**src/rtl/l_output_port_ctrl.sv**
```systemverilog
// Local (L) output-port controller for the NOC router.
// Locks the L output to the round-robin winner for a whole wormhole packet,
// forwards that input's flits under downstream credit flow control, and
// pulses a rotate request back to the round-robin registers on the tail.
//
// Handshake semantics (all interfaces):
//   <x>_valid_i  : input buffer <x> is non-empty; its head flit and tail flag
//                  are presented on <x>_flit_i / <x>_tail_i.
//   <x>_pop_o    : combinational dequeue; the head flit is consumed at the
//                  rising edge ending a cycle where valid and pop are both high.
//                  Pop is raised only for the locked owner, only while it is
//                  valid and at least one downstream credit is available.
//   l_out_valid_o: one flit is sent downstream per cycle it is high; the
//                  receiver returns each freed slot via credit_return_i.
module l_output_port_ctrl #(
  parameter int FLIT_W       = 32,
  parameter int CREDIT_DEPTH = 4
) (
  input  logic              clk,
  input  logic              reset,
  input  logic              rrp_l_priority_n_i,
  input  logic              rrp_l_priority_s_i,
  input  logic              rrp_l_priority_w_i,
  input  logic              rrp_l_priority_e_i,
  input  logic              rrp_l_priority_l_i,
  input  logic              rrp_l_priority_to_cs_i,
  input  logic [FLIT_W-1:0] n_flit_i,
  input  logic [FLIT_W-1:0] s_flit_i,
  input  logic [FLIT_W-1:0] w_flit_i,
  input  logic [FLIT_W-1:0] e_flit_i,
  input  logic [FLIT_W-1:0] l_flit_i,
  input  logic              n_valid_i,
  input  logic              s_valid_i,
  input  logic              w_valid_i,
  input  logic              e_valid_i,
  input  logic              l_valid_i,
  input  logic              n_tail_i,
  input  logic              s_tail_i,
  input  logic              w_tail_i,
  input  logic              e_tail_i,
  input  logic              l_tail_i,
  input  logic              credit_return_i,
  output logic              n_pop_o,
  output logic              s_pop_o,
  output logic              w_pop_o,
  output logic              e_pop_o,
  output logic              l_pop_o,
  output logic [FLIT_W-1:0] l_out_flit_o,
  output logic              l_out_valid_o,
  output logic              rr_register_change_order_o,
  output logic              l_busy_o,
  output logic [2:0]        l_owner_o,
  output logic [2:0]        credit_cnt_o,
  output logic              grant_err_o,
  output logic              dbg_state_o
);

  typedef enum logic {
    S_IDLE = 1'b0,
    S_LOCK = 1'b1
  } state_t;

  localparam logic [2:0] OWNER_IDLE = 3'd7;
  localparam logic [2:0] CREDIT_MAX = 3'(CREDIT_DEPTH);

  state_t      state;
  logic [2:0]  owner_q;
  logic [2:0]  credit_q;
  logic [2:0]  credit_nxt;

  logic [4:0]  prio_vec;
  logic        grant_onehot;
  logic [2:0]  grant_idx;

  logic        owner_valid;
  logic        owner_tail;
  logic [FLIT_W-1:0] owner_flit;

  logic        xfer;
  logic [4:0]  pop_vec;

  // Input ordering everywhere: bit 0 = n, 1 = s, 2 = w, 3 = e, 4 = l.
  assign prio_vec = {rrp_l_priority_l_i, rrp_l_priority_e_i, rrp_l_priority_w_i,
                     rrp_l_priority_s_i, rrp_l_priority_n_i};

  // Decode the grant: only a strictly one-hot vector names a winner.
  always_comb begin
    grant_onehot = 1'b1;
    grant_idx    = OWNER_IDLE;
    case (prio_vec)
      5'b00001: grant_idx = 3'd0;
      5'b00010: grant_idx = 3'd1;
      5'b00100: grant_idx = 3'd2;
      5'b01000: grant_idx = 3'd3;
      5'b10000: grant_idx = 3'd4;
      default:  grant_onehot = 1'b0;
    endcase
  end

  // Select the head-of-line status and flit of the locked owner.
  always_comb begin
    owner_valid = 1'b0;
    owner_tail  = 1'b0;
    owner_flit  = '0;
    case (owner_q)
      3'd0: begin owner_valid = n_valid_i; owner_tail = n_tail_i; owner_flit = n_flit_i; end
      3'd1: begin owner_valid = s_valid_i; owner_tail = s_tail_i; owner_flit = s_flit_i; end
      3'd2: begin owner_valid = w_valid_i; owner_tail = w_tail_i; owner_flit = w_flit_i; end
      3'd3: begin owner_valid = e_valid_i; owner_tail = e_tail_i; owner_flit = e_flit_i; end
      3'd4: begin owner_valid = l_valid_i; owner_tail = l_tail_i; owner_flit = l_flit_i; end
      default: begin owner_valid = 1'b0; owner_tail = 1'b0; owner_flit = '0; end
    endcase
  end

  // A flit moves only while locked, owner has data and a downstream slot is
  // free. Reset blocks movement so no flit is dequeued and then discarded.
  assign xfer = !reset && (state == S_LOCK) && owner_valid && (credit_q != 3'd0);

  assign pop_vec = xfer ? (5'b00001 << owner_q) : 5'b00000;
  assign n_pop_o = pop_vec[0];
  assign s_pop_o = pop_vec[1];
  assign w_pop_o = pop_vec[2];
  assign e_pop_o = pop_vec[3];
  assign l_pop_o = pop_vec[4];

  // Credit update: transfer consumes, return refunds, both cancel; a return
  // at full count is dropped so the counter never exceeds the buffer depth.
  always_comb begin
    credit_nxt = credit_q;
    if (xfer && !credit_return_i) begin
      credit_nxt = credit_q - 3'd1;
    end else if (!xfer && credit_return_i && (credit_q < CREDIT_MAX)) begin
      credit_nxt = credit_q + 3'd1;
    end
  end

  // Lock FSM with all registered outputs: grant capture, flit forwarding,
  // tail release with rotate pulse, and malformed-grant flagging.
  always_ff @(posedge clk) begin
    if (reset) begin
      state                      <= S_IDLE;
      owner_q                    <= OWNER_IDLE;
      credit_q                   <= CREDIT_MAX;
      l_out_flit_o               <= '0;
      l_out_valid_o              <= 1'b0;
      rr_register_change_order_o <= 1'b0;
      grant_err_o                <= 1'b0;
    end else begin
      l_out_valid_o              <= xfer;
      rr_register_change_order_o <= 1'b0;
      grant_err_o                <= 1'b0;
      credit_q                   <= credit_nxt;
      if (xfer) begin
        l_out_flit_o <= owner_flit;
      end
      case (state)
        S_IDLE: begin
          if (rrp_l_priority_to_cs_i) begin
            if (grant_onehot) begin
              state   <= S_LOCK;
              owner_q <= grant_idx;
            end else begin
              grant_err_o <= 1'b1;
            end
          end
        end
        S_LOCK: begin
          // Grant inputs are deliberately ignored here: the wormhole holds
          // until the owner's tail has been forwarded.
          if (xfer && owner_tail) begin
            state                      <= S_IDLE;
            owner_q                    <= OWNER_IDLE;
            rr_register_change_order_o <= 1'b1;
          end
        end
        default: begin
          state   <= S_IDLE;
          owner_q <= OWNER_IDLE;
        end
      endcase
    end
  end

  assign l_busy_o     = (state == S_LOCK);
  assign l_owner_o    = owner_q;
  assign credit_cnt_o = credit_q;
  assign dbg_state_o  = state;

endmodule
```
**config.mk**
```make
export PLATFORM = sky130hd
export DESIGN_NAME = l_output_port_ctrl
export DESIGN_NICKNAME = d
export VERILOG_FILES = /design/src/rtl/l_output_port_ctrl.sv
export SDC_FILE = /design/constraint.sdc
export NUM_CORES = 1
export LEC_CHECK = 0
export CAP_MARGIN = 20
export CORE_MARGIN = 1.5
export CORE_UTILIZATION = 36
export CTS_CLUSTER_SIZE = 40
export DETAILED_ROUTE_END_ITERATION = 10
export GPL_ROUTABILITY_DRIVEN = 0
export PLACE_DENSITY = 0.82
export SYNTH_ARGS = -nofsm -noshare
export SYNTH_HDL_FRONTEND = slang
export SYNTH_SLANG_ARGS = --single-unit
```
**constraint.sdc**
```tcl
create_clock -name clk -period 2.7 [get_ports clk]
set_input_delay 0.405 -clock clk [delete_from_list [all_inputs] [get_ports clk]]
set_output_delay 0.405 -clock clk [all_outputs]
set_load 0.005 [all_outputs]
```
==> metrics.cfg, run 1 <==
[setup_path]
crit_chain = clkdlybuf4s50_1 -> mux2_2 -> a21o_1 -> o2111ai_2 -> inv_2 -> and3_1 -> clkdlybuf4s50_1
slowest_stage = clkdlybuf4s50_1
critPathTopFamily = buffers and inverters
critPathLaunchType = primary input
slowest_delay_ns = 0.47
critPathMostFrequentCell = clkdlybuf4s50_1
critPathBufInv = 3
worst-path-max-fanout = 5
crit_type = primary input to output pin
crit_arrival_ns = 2.25
end_kind = output pin
crit_required_ns = 2.30

[clock_network]
clkTransAtPathRegs_ns = 0.08
h-tree-depth = 2
cts_made_buffers = 5
clock_sinks = 42
clock_path_buffers = 2
cts_tree = built
clk_latency_ns = 0.29
cts-root-buf = clkbuf_8

[detailed_routing]
via_per_inst = 5.56
drt-initial-drc-count = 113
drt_wl_total_mm = 13.1
postRouteAntennaNets = 0
wl_per_cell_um = 18.6
drc = 0
firstDrtPassIters = 7
dr_total_vias = 3912

[synth]
synth_edf_count = 0
synth_commonest_cells = 72 x nor2_1, 42 x dfxtp_1, 32 x a22oi_1, 25 x a21oi_1, 23 x nor3_2
synth_fa_ha_area_share_pct = 0.619
syn-num-nets = 566
synthFlopType = dfxtp_1
synth.top_cells.by_area = dfxtp_1 26%, nor2_1 8.4%, a22oi_1 7.4%, o221a_2 7.3%, nor3_2 7.1%
yosysTopAreaCell = dfxtp_1
ys_warn_count = 0
synth_top_family_by_area = compound AO/OA/AOI/OAI gates
yosysMostFrequentCell = nor2_1
synth.area.mux_share_pct = 13.1
synth_compound_area_share_pct = 26.4
synth_xor_area_share_pct = 0.813
synth_simple_gate_area_share_pct = 25.5
syn-mean-instance-area_um2 = 8.37
synth_seq_area_share_pct = 26.0
synth-seq-cells = 42
synthesis.area_um2 = 3230
synth_top_area_share_pct = 26.0
ys_types = 44
async_flop_share_pct = 0
synth_cells = 386

[die]
fp.dieH_um = 97.8
start_util_pct = 37.1
num_rows = 34
dieArea_um2 = 9560
core_um2 = 8720
ioPinCount = 227
die_w_um = 97.8

[timing]
finalSetupViolCount = 0
relSlewSlack_pct = 58.1
fin_crit_ns = 2.65
clock_skew_ns = 0.00811
fin_crit_sh_pct = 98.2
drv_slew = 0
grt_setup_unrepaired = false
finalHoldViolations = 0
fmax_mhz = 377
worstMarginPinSlew_ns = 0.628

[final_layout]
area_growth_pct = 75.3
num_antenna_cells = 0
nFillCells = 761
fin_nets = 774
drive_above_1_share_pct = 16.1
instances_no_fill = 703

[power_and_ir_drop]
powerDensity_nw_per_um2 = 254
power.leakage_nw = 2.16
power_mw = 1.44
irDropWorstVdd_v = 0.000188

[worst_hold_path]
holdCritPathClass = flip-flop to flip-flop

[global_routing]
antenna_found_initial = 0
grt-ovfl-total = 0
grt_max_degree = 44
grt_pass1_wl_mm = 20.4
grt_use_total_pct = 26.2
grt_pass1_vias = 4089

[placed_design]
dp_hpwl_mm = 9.74
dp.cells = 692
port_buffers = 226

[run_status]
outcome = complete, no violations

[run]
maxCapViolCount = 0

worst reg2reg max path, delay by kind of cell (launching register included):
family                   cells  cell delay, ns
AO/OA/AOI/OAI                3            0.45
adder cells (fa/ha/maj)      1            0.43
buffers and inverters        2            0.25
flip-flops                   1            0.42
multiplexers                 1            0.35
AND/OR/NAND/NOR              3            0.35
cell families after synthesis:
kind of cell / count (synthesis)
and+or+nand+nor: 147
buffers and inverters: 48
xor gates and xnor gates: 3
muxes: 34
adders and majority gates: 1
DFF: 42
AOI/OAI and AO/OA: 111
registers in the layout, indices dropped and copies added, names as in the netlist:
name                        flops
credit_cnt_o                    3
l_owner_o                       3
rr_register_change_order_o      1
l_out_valid_o                   1
l_out_flit_o                   32
grant_err_o                     1
dbg_state_o                     1
power breakdown:
group	leakage [nW]	total (mW)	switching (mW)	internal (mW)
logic	1.78	0.384	0.109	0.275
registers	0.338	0.623	0.00298	0.620
clock network	0.0472	0.429	0.223	0.206
total	2.16	1.44	0.335	1.10
cells in the final DEF, fill, tap and decap left out, types with 2 or more instances in the layout:
master | Yosys | final
nor3b_1 | 2 | 2
buf_4 | 10 | 17
o22ai_1 | 5 | 5
nand2_1 | 2 | 2
mux4_2 | 6 | 6
xor2_1 | 3 | 3
inv_1 | 5 | 5
nor3_1 | 15 | 15
or3_1 | 2 | 2
a311oi_1 | 6 | 6
a22oi_1 | 32 | 32
dfxtp_2 | 0 | 2
o221a_2 | 21 | 21
clkbuf_8 | 0 | 6
a22o_1 | 2 | 2
nor2b_1 | 13 | 12
a31oi_1 | 3 | 3
a211oi_1 | 3 | 3
nand2b_1 | 5 | 5
mux2_2 | 6 | 6
clkdlybuf4s50_1 | 0 | 221
dfxtp_1 | 42 | 39
a21oi_1 | 25 | 25
dlymetal6s2s_1 | 0 | 4
mux2i_1 | 22 | 22
o21ai_0 | 6 | 6
nor3_2 | 23 | 23
nor2_1 | 72 | 71
o2111ai_1 | 2 | 2
nor4_1 | 5 | 4
what timing repair did:
action                     4_1_cts  5_1_grt
cloned                           0        0
hold buffers                     0        0
buffers inserted                 0        3
resized for setup                1        7
setup endpoints to repair        2        5
cell type report:
cell class	instances	area, um2	share of cell area, %
Clock buffer	6	82.6	1.46
Clock inverter	2	12.5	0.221
Inverter	6	22.5	0.397
Multi-Input combinational cell	296	2170	38.3
Sequential cell	42	847	14.9
Tap cell	108	135	2.38
Timing Repair Buffer	243	2390	42.3
path summary, 6_finish.rpt:
kind	cells after the start	slack (ns)	endpoint	start
setup / recovery	7	0.05	l_pop_o	e_valid_i
hold / removal	2	0.50	l_out_flit_o[29]$_SDFFE_PP0N_	l_out_flit_o[29]$_SDFFE_PP0N_
setup reg to reg	10	0.39	credit_cnt_o[1]$_SDFFE_PP0P_	l_owner_o[1]$_SDFFE_PP1P_
hold reg to reg	2	0.50	l_out_flit_o[29]$_SDFFE_PP0N_	l_out_flit_o[29]$_SDFFE_PP0N_
metrics by stage:
stage | setup TNS, ns | setup WS, ns | cell area [um2] | util [%] | hold slack (ns)
6_report | 0 | 0.0483 | 5670 | 65.0 | 0.501
5_1_grt | 0 | 0.00666 | 5670 | 65.0 | 0.525
4_1_cts | 0 | 0.0200 | 5620 | 64.4 | 0.503
3_5_place_dp | -0.00729 | -0.00729 | 5520 | 63.2 | 0.490
3_3_place_gp | 0 | 0.0392 | 5520 | 63.2 | 0.480
2_1_floorplan | 0 | 0.486 | 3230 | - | 0.488
per-layer routing:
layer	GRT usage, %	up-vias	share of wire [%]
li1	-	1858	-
met1	29.6	1861	38
met2	49.8	181	53
met3	5.37	12	7.2
met4	6.92	0	1.6
met5	0	-	0
No activity file was read; power rests on OpenSTA's default activity.
==> run 2: changes to the inputs <==
--- a/config.mk
+++ b/config.mk
@@ -12,6 +12,7 @@
 export DETAILED_ROUTE_END_ITERATION = 10
 export GPL_ROUTABILITY_DRIVEN = 0
 export PLACE_DENSITY = 0.82
+export SKIP_LAST_GASP = 1
 export SYNTH_ARGS = -nofsm -noshare
 export SYNTH_HDL_FRONTEND = slang
 export SYNTH_SLANG_ARGS = --single-unit
==> run 2 against run 1 <==
Against the previous run:
- via count fell by 0.18%
- setup slack gained 0.0015 ns
- wire length is essentially flat
- global-route usage is the same
- hold slack about the same
- count of clock-buffer cells in the layout did not move
- combinational power barely moved
- utilization hardly changed
- non-clock buffer count unchanged
- fmax about the same
- critical path type unchanged
- critical endpoint unchanged
- largest power group unchanged
==> metrics.cfg, run 2 (synthesis results as in run 1) <==
[worst_hold_path]
holdCritPathClass = flip-flop to flip-flop
holdPathStages = 2  ; unchanged

[setup_path]
r2r-end = credit_cnt_o[1]$_SDFFE_PP0P_
critPathTopFamily = buffers and inverters
crit_chain = clkdlybuf4s50_1 -> mux2_2 -> a21o_1 -> o2111ai_2 -> inv_2 -> and3_1 -> clkdlybuf4s50_1
r2r-start = l_owner_o[1]$_SDFFE_PP1P_
crit_arrival_ns = 2.25  ; about the same
critPathBufInv = 3  ; unchanged
crit_type = primary input to output pin
critPathLaunchType = primary input
crit_required_ns = 2.30  ; about the same
slowest_delay_ns = 0.47  ; about the same
setup.worst_path.end = l_pop_o
crit_cells = 7  ; unchanged
cp-startpoint = e_valid_i
r2r_cells = 10  ; unchanged
end_kind = output pin
critPathMostFrequentCell = clkdlybuf4s50_1
slowest_stage = clkdlybuf4s50_1
worst-path-max-fanout = 5  ; unchanged
regToRegSetupSlack_ns = 0.39  ; about the same

[clock_network]
clkTransAtPathRegs_ns = 0.08  ; about the same
clock_sinks = 42  ; unchanged
cts_made_buffers = 5  ; unchanged
hold_buffers = 0  ; unchanged
clk_latency_ns = 0.29  ; about the same
h-tree-depth = 2  ; unchanged
clock_path_buffers = 2  ; unchanged
cts-root-buf = clkbuf_8
cts_tree = built

[global_routing]
grt_pass1_vias = 4089  ; unchanged
grt_use_total_pct = 26.2  ; unchanged
antenna_found_initial = 0  ; unchanged
grt_max_degree = 44  ; unchanged
grt_pass1_wl_mm = 20.4  ; unchanged
grt-ovfl-total = 0  ; unchanged

[power_and_ir_drop]
irDropWorstVdd_v = 0.000186  ; -0.66%
power.leakage_nw = 2.14  ; -0.87%
powerDensity_nw_per_um2 = 253  ; about the same

[detailed_routing]
postRouteAntennaNets = 0  ; unchanged
wl_per_cell_um = 18.6  ; about the same
dr_total_vias = 3905  ; -0.18%
via_per_inst = 5.55  ; -0.18%
drt-initial-drc-count = 107  ; -5.3%
drc = 0  ; unchanged
firstDrtPassIters = 5  ; -2
drt_wl_total_mm = 13.0  ; about the same

[final_layout]
largest_register = l_out_flit_o
nFillCells = 761  ; unchanged
final_common_cell = clkdlybuf4s50_1
largest_reg_flops = 32  ; unchanged
area_growth_pct = 75.3  ; about the same
mostFrequentLayoutCells = 222 x clkdlybuf4s50_1, 71 x nor2_1, 39 x dfxtp_1
num_antenna_cells = 0  ; unchanged
fin_nets = 774  ; unchanged
drive_above_1_share_pct = 16.1  ; unchanged
fin_area_um2 = 5660  ; about the same

[placed_design]
port_buffers = 226  ; unchanged
place_area_um2 = 5520  ; unchanged
dp_hpwl_mm = 9.74  ; unchanged

[timing]
grt_setup_unrepaired = true
fin_crit_sh_pct = 98.2  ; about the same
worstMarginPinSlew_ns = 0.622  ; -0.00675 ns
finalHoldViolations = 0  ; unchanged
holdWs_ns = 0.501  ; -0.000104 ns
relSlewSlack_pct = 58.6  ; +0.45 points
fmax_mhz = 377  ; about the same
finalSetupViolCount = 0  ; unchanged
fin_crit_ns = 2.65  ; -0.00146 ns
clock_skew_ns = 0.00674  ; -0.00137 ns
drv_slew = 0  ; unchanged

[die]
ioPinCount = 227  ; unchanged
dieArea_um2 = 9560  ; unchanged
core_um2 = 8720  ; unchanged
num_rows = 34  ; unchanged
fp.dieH_um = 97.8  ; unchanged
die_w_um = 97.8  ; unchanged
start_util_pct = 37.1  ; unchanged

[run_status]
outcome = complete, no violations

[run]
maxCapViolCount = 0  ; unchanged

run 2: per-stage QoR:
| stage | cells | TNS, ns | setup WS, ns | utilization, % | power, mW |
|---|---|---|---|---|---|
| 2_1_floorplan | 386 | 0 | 0.486 | - | 0.734 |
| 3_3_place_gp | 692 | 0 | 0.0392 | 63.2 | 1.01 |
| 3_5_place_dp | 692 | -0.00729 | -0.00729 | 63.2 | 1.02 |
| 4_1_cts | 700 | 0 | 0.0200 | 64.4 | 1.45 |
| 5_1_grt | 703 | -0.0614 | -0.0614 | 64.9 | 1.50 |
| 6_report | 703 | 0 | 0.0498 | 64.9 | 1.43 |
run 2: report_power, final:
part           internal (mW)  total (mW)  switching, mW
logic                  0.275       0.384          0.109
registers              0.620       0.623        0.00297
clock network          0.206       0.428          0.222
total                   1.10        1.43          0.334
run 2: tightest hold or removal path: cells and delay by family, from the launching register on:
family | cells | cell delay, ns
AND/OR/NAND/NOR | 2 | 0.15
flip-flops | 1 | 0.32
run 2: cell type report:
type	instances	area [um2]	share of cell area (%)
timing repair buffer	243	2390	42.2
multi-input combinational	296	2170	38.3
sequential	42	847	15.0
tap	108	135	2.39
clock buffer	6	82.6	1.46
inverter	6	22.5	0.398
clock inverter	2	12.5	0.221
run 2: worst min path at each step:
stage | startpoint | end | slack, ns
floorplan | l_out_flit_o[0]$_SDFFE_PP0N_ | l_out_flit_o[0]$_SDFFE_PP0N_ | 0.49
global placement | l_out_flit_o[29]$_SDFFE_PP0N_ | l_out_flit_o[29]$_SDFFE_PP0N_ | 0.48
detailed placement | l_out_flit_o[3]$_SDFFE_PP0N_ | l_out_flit_o[3]$_SDFFE_PP0N_ | 0.49
CTS | l_out_flit_o[3]$_SDFFE_PP0N_ | l_out_flit_o[3]$_SDFFE_PP0N_ | 0.50
global route | l_out_flit_o[25]$_SDFFE_PP0N_ | l_out_flit_o[25]$_SDFFE_PP0N_ | 0.52
finish | l_out_flit_o[29]$_SDFFE_PP0N_ | l_out_flit_o[29]$_SDFFE_PP0N_ | 0.50
run 2: routing by layer:
metal	vias to the layer above	wire [um]	GRT usage [%]	part of all wire (%)
li1	1856	-	-	-
met5	-	0	0	0
met4	0	222	6.92	1.7
met2	172	6980	49.8	53
met1	1863	4950	29.6	38
met3	14	899	5.37	6.9
run 2: repair_timing:
item,CTS,global route
endpoints found under the hold margin,0,0
buffers inserted,0,3
setup endpoints to repair,2,5
gates resized for setup,1,6
==> run 3: changes to the inputs <==
--- a/config.mk
+++ b/config.mk
@@ -7,11 +7,11 @@
 export LEC_CHECK = 0
 export CAP_MARGIN = 20
 export CORE_MARGIN = 1.5
-export CORE_UTILIZATION = 36
+export CORE_UTILIZATION = 32
 export CTS_CLUSTER_SIZE = 40
 export DETAILED_ROUTE_END_ITERATION = 10
 export GPL_ROUTABILITY_DRIVEN = 0
-export PLACE_DENSITY = 0.82
+export PLACE_DENSITY = 0.75
 export SKIP_LAST_GASP = 1
 export SYNTH_ARGS = -nofsm -noshare
 export SYNTH_HDL_FRONTEND = slang
==> run 3 against run 2 <==
Against the previous run:
- hold slack worse by 0.0068 ns
- count of clock-buffer cells in the layout stayed put
- critical path depth fell by 1
- combinational power fell by 1%
- critical endpoint unchanged
- via count shrank 2.8%
- first-iteration DRC count rose by 50%
- sequential cell count unchanged
- clock power grew 46%
- cell area is 1.2% higher
- die area rose by 12%
- global-route usage shrank 4.5 points
==> metrics.cfg, run 3 (synthesis results as in run 1) <==
[die]
start_util_pct = 33.1  ; -4.0 points
dieArea_um2 = 10700  ; +12%
num_rows = 36  ; +5.9%
core_um2 = 9770  ; +12%
fp.dieH_um = 103  ; +5.9%
die_w_um = 103  ; +5.9%
ioPinCount = 227  ; unchanged

[setup_path]
r2r-end = l_out_flit_o[29]$_SDFFE_PP0N_
end_kind = output pin
r2r-start = l_owner_o[2]$_SDFFE_PP1P_
crit_arrival_ns = 2.23  ; -0.02 ns
critPathLaunchType = flip-flop
slowest_stage = clkdlybuf4s50_1
crit_type = flip-flop to output pin
worst-path-max-fanout = 10  ; +5
crit_required_ns = 2.30  ; about the same
crit_chain = mux2_2 -> a21o_1 -> o2111ai_2 -> inv_2 -> and3_1 -> clkdlybuf4s50_1
r2r_cells = 6  ; -4
slowest_delay_ns = 0.47  ; about the same
regToRegSetupSlack_ns = 0.31  ; -0.08 ns

[worst_hold_path]
hp-start = l_out_flit_o[0]$_SDFFE_PP0N_
whs_endpoint = l_out_flit_o[0]$_SDFFE_PP0N_
holdCritPathClass = flip-flop to flip-flop
holdPathStages = 2  ; unchanged

[global_routing]
grt_pass1_wl_mm = 18.1  ; -11%
grt_max_degree = 55  ; +25%
grt_use_total_pct = 21.7  ; -4.5 points
grt-ovfl-total = 0  ; unchanged
antenna_found_initial = 0  ; unchanged
grt_pass1_vias = 3636  ; -11%

[clock_network]
cts_made_buffers = 5  ; unchanged
cts-root-buf = clkbuf_8
clock_path_buffers = 2  ; unchanged
hold_buffers = 0  ; unchanged
clk_latency_ns = 0.30  ; about the same
cts_tree = built
clock_sinks = 42  ; unchanged
h-tree-depth = 2  ; unchanged
clkTransAtPathRegs_ns = 0.08  ; about the same

[final_layout]
instances_no_fill = 729  ; +3.7%
largest_register = l_out_flit_o
nFillCells = 909  ; +19%
drive_above_1_share_pct = 16.1  ; -0.027 points
final_common_cell = clkdlybuf4s50_1
largest_reg_flops = 32  ; unchanged
fin_nets = 775  ; +0.13%
regArea_um2 = 847  ; unchanged
mostFrequentLayoutCells = 221 x clkdlybuf4s50_1, 71 x nor2_1, 39 x dfxtp_1
multi_input_area_um2 = 2160  ; -0.69%
num_antenna_cells = 0  ; unchanged
postLayoutCoreUtil_pct = 58.7  ; -6.3 points
area_growth_pct = 77.4

[run_status]
outcome = complete, no violations

[power_and_ir_drop]
power.leakage_nw = 2.16  ; +0.73%
combPwrFrac_pct = 23.4  ; -3.4 points
swShare_pct = 20.6  ; -2.6 points
power_mw = 1.63  ; +13%
p_clk_share_pct = 38.3  ; +8.5 points
powerDensity_nw_per_um2 = 284  ; +12%
irDropWorstVdd_v = 0.000311  ; +67%
p_seq_share_pct = 38.3  ; -5.1 points
switchingPower_mw = 0.336  ; +0.54%
p_int_mw = 1.29  ; +17%

[placed_design]
dp_hpwl_mm = 9.32  ; -4.4%
port_buffers = 226  ; unchanged
dp.cells = 716  ; +3.5%

[detailed_routing]
drc = 0  ; unchanged
wl_per_cell_um = 17.2  ; -7.1%
firstDrtPassIters = 4  ; -1
dr_total_vias = 3794  ; -2.8%
drt_wl_total_mm = 12.6  ; -3.7%
postRouteAntennaNets = 0  ; unchanged
drt-initial-drc-count = 160  ; +50%
via_per_inst = 5.20  ; -6.3%

[timing]
drv_slew = 0  ; unchanged
finalHoldViolations = 0  ; unchanged
fin_crit_sh_pct = 97.7  ; -0.46 points
worstMarginPinSlew_ns = 0.752  ; +0.130 ns
finalSetupViolCount = 0  ; unchanged
relSlewSlack_pct = 49.9  ; -8.7 points
fin_crit_ns = 2.64  ; -0.0123 ns
fmax_mhz = 379  ; +0.47%
clock_skew_ns = 0.00896  ; +0.00222 ns
setup_tns_ns = 0  ; unchanged

[run]
maxCapViolCount = 0  ; unchanged

[run 3: metal layers]
layer	vias up	wire [um]	track usage [%]
met2	153	6270	41.8
met1	1768	4990	23.9
met3	17	1140	5.44
li1	1856	-	-
met4	0	177	4.68
met5	-	0	0
[run 3: how the worst max path moves through the flow]
| stage | slack, ns | end | cells past startpoint | startpoint |
|---|---|---|---|---|
| 2_1_floorplan | 0.49 | credit_cnt_o[1]$_SDFFE_PP0P_ | 11 | l_owner_o[1]$_SDFFE_PP1P_ |
| 6_report | 0.06 | l_pop_o | 6 | l_owner_o[1]$_SDFFE_PP1P_ |
| 3_3_place_gp | 0.05 | s_pop_o | 7 | n_valid_i |
| 4_1_cts | 0.01 | l_pop_o | 6 | l_owner_o[1]$_SDFFE_PP1P_ |
| 3_5_place_dp | -0.007 | s_pop_o | 7 | n_valid_i |
| 5_1_grt | -0.002 | l_pop_o | 6 | l_owner_o[1]$_SDFFE_PP1P_ |
[run 3: timing repair]
item                                    in CTS  in global routing
hold endpoints to repair                     0                  0
endpoints found under the setup margin       2                  4
buffers inserted                             0                  5
gates resized for setup                      2                  4
[run 3: cell type report]
type                       count  share of cell area, %
inverter                       6                  0.393
timing repair buffer         244                   41.8
clock buffer                   6                   1.44
clock inverter                 2                   1.05
multi-input combinational    296                   37.6
sequential                    42                   14.8
tap                          133                   2.90
[run 3: critical path, delay by kind of cell (launching register included)]
family	cells	cell delay [ns]
flip-flops	1	0.43
AND/OR/NAND/NOR	1	0.19
AO/OA/AOI/OAI	2	0.39
multiplexers	1	0.36
buffers and inverters	2	0.56
[run 3: power by group through the flow]
stage               Sequential (mW)  Clock, mW  Combinational (mW)
floorplan                     0.638          0              0.0963
global placement              0.639          0               0.373
detailed placement            0.639          0               0.379
CTS                           0.623      0.645               0.380
global route                  0.624      0.670               0.405
finish                        0.623      0.623               0.380
[run 3: per-stage QoR]
step           instance area [um2]  hold slack (ns)  setup slack [ns]
3_3_place_gp                  5540            0.481            0.0502
3_5_place_dp                  5540            0.484          -0.00722
6_report                      5730            0.494            0.0621
2_1_floorplan                 3230            0.488             0.486
4_1_cts                       5680            0.496            0.0107
5_1_grt                       5730            0.519          -0.00177
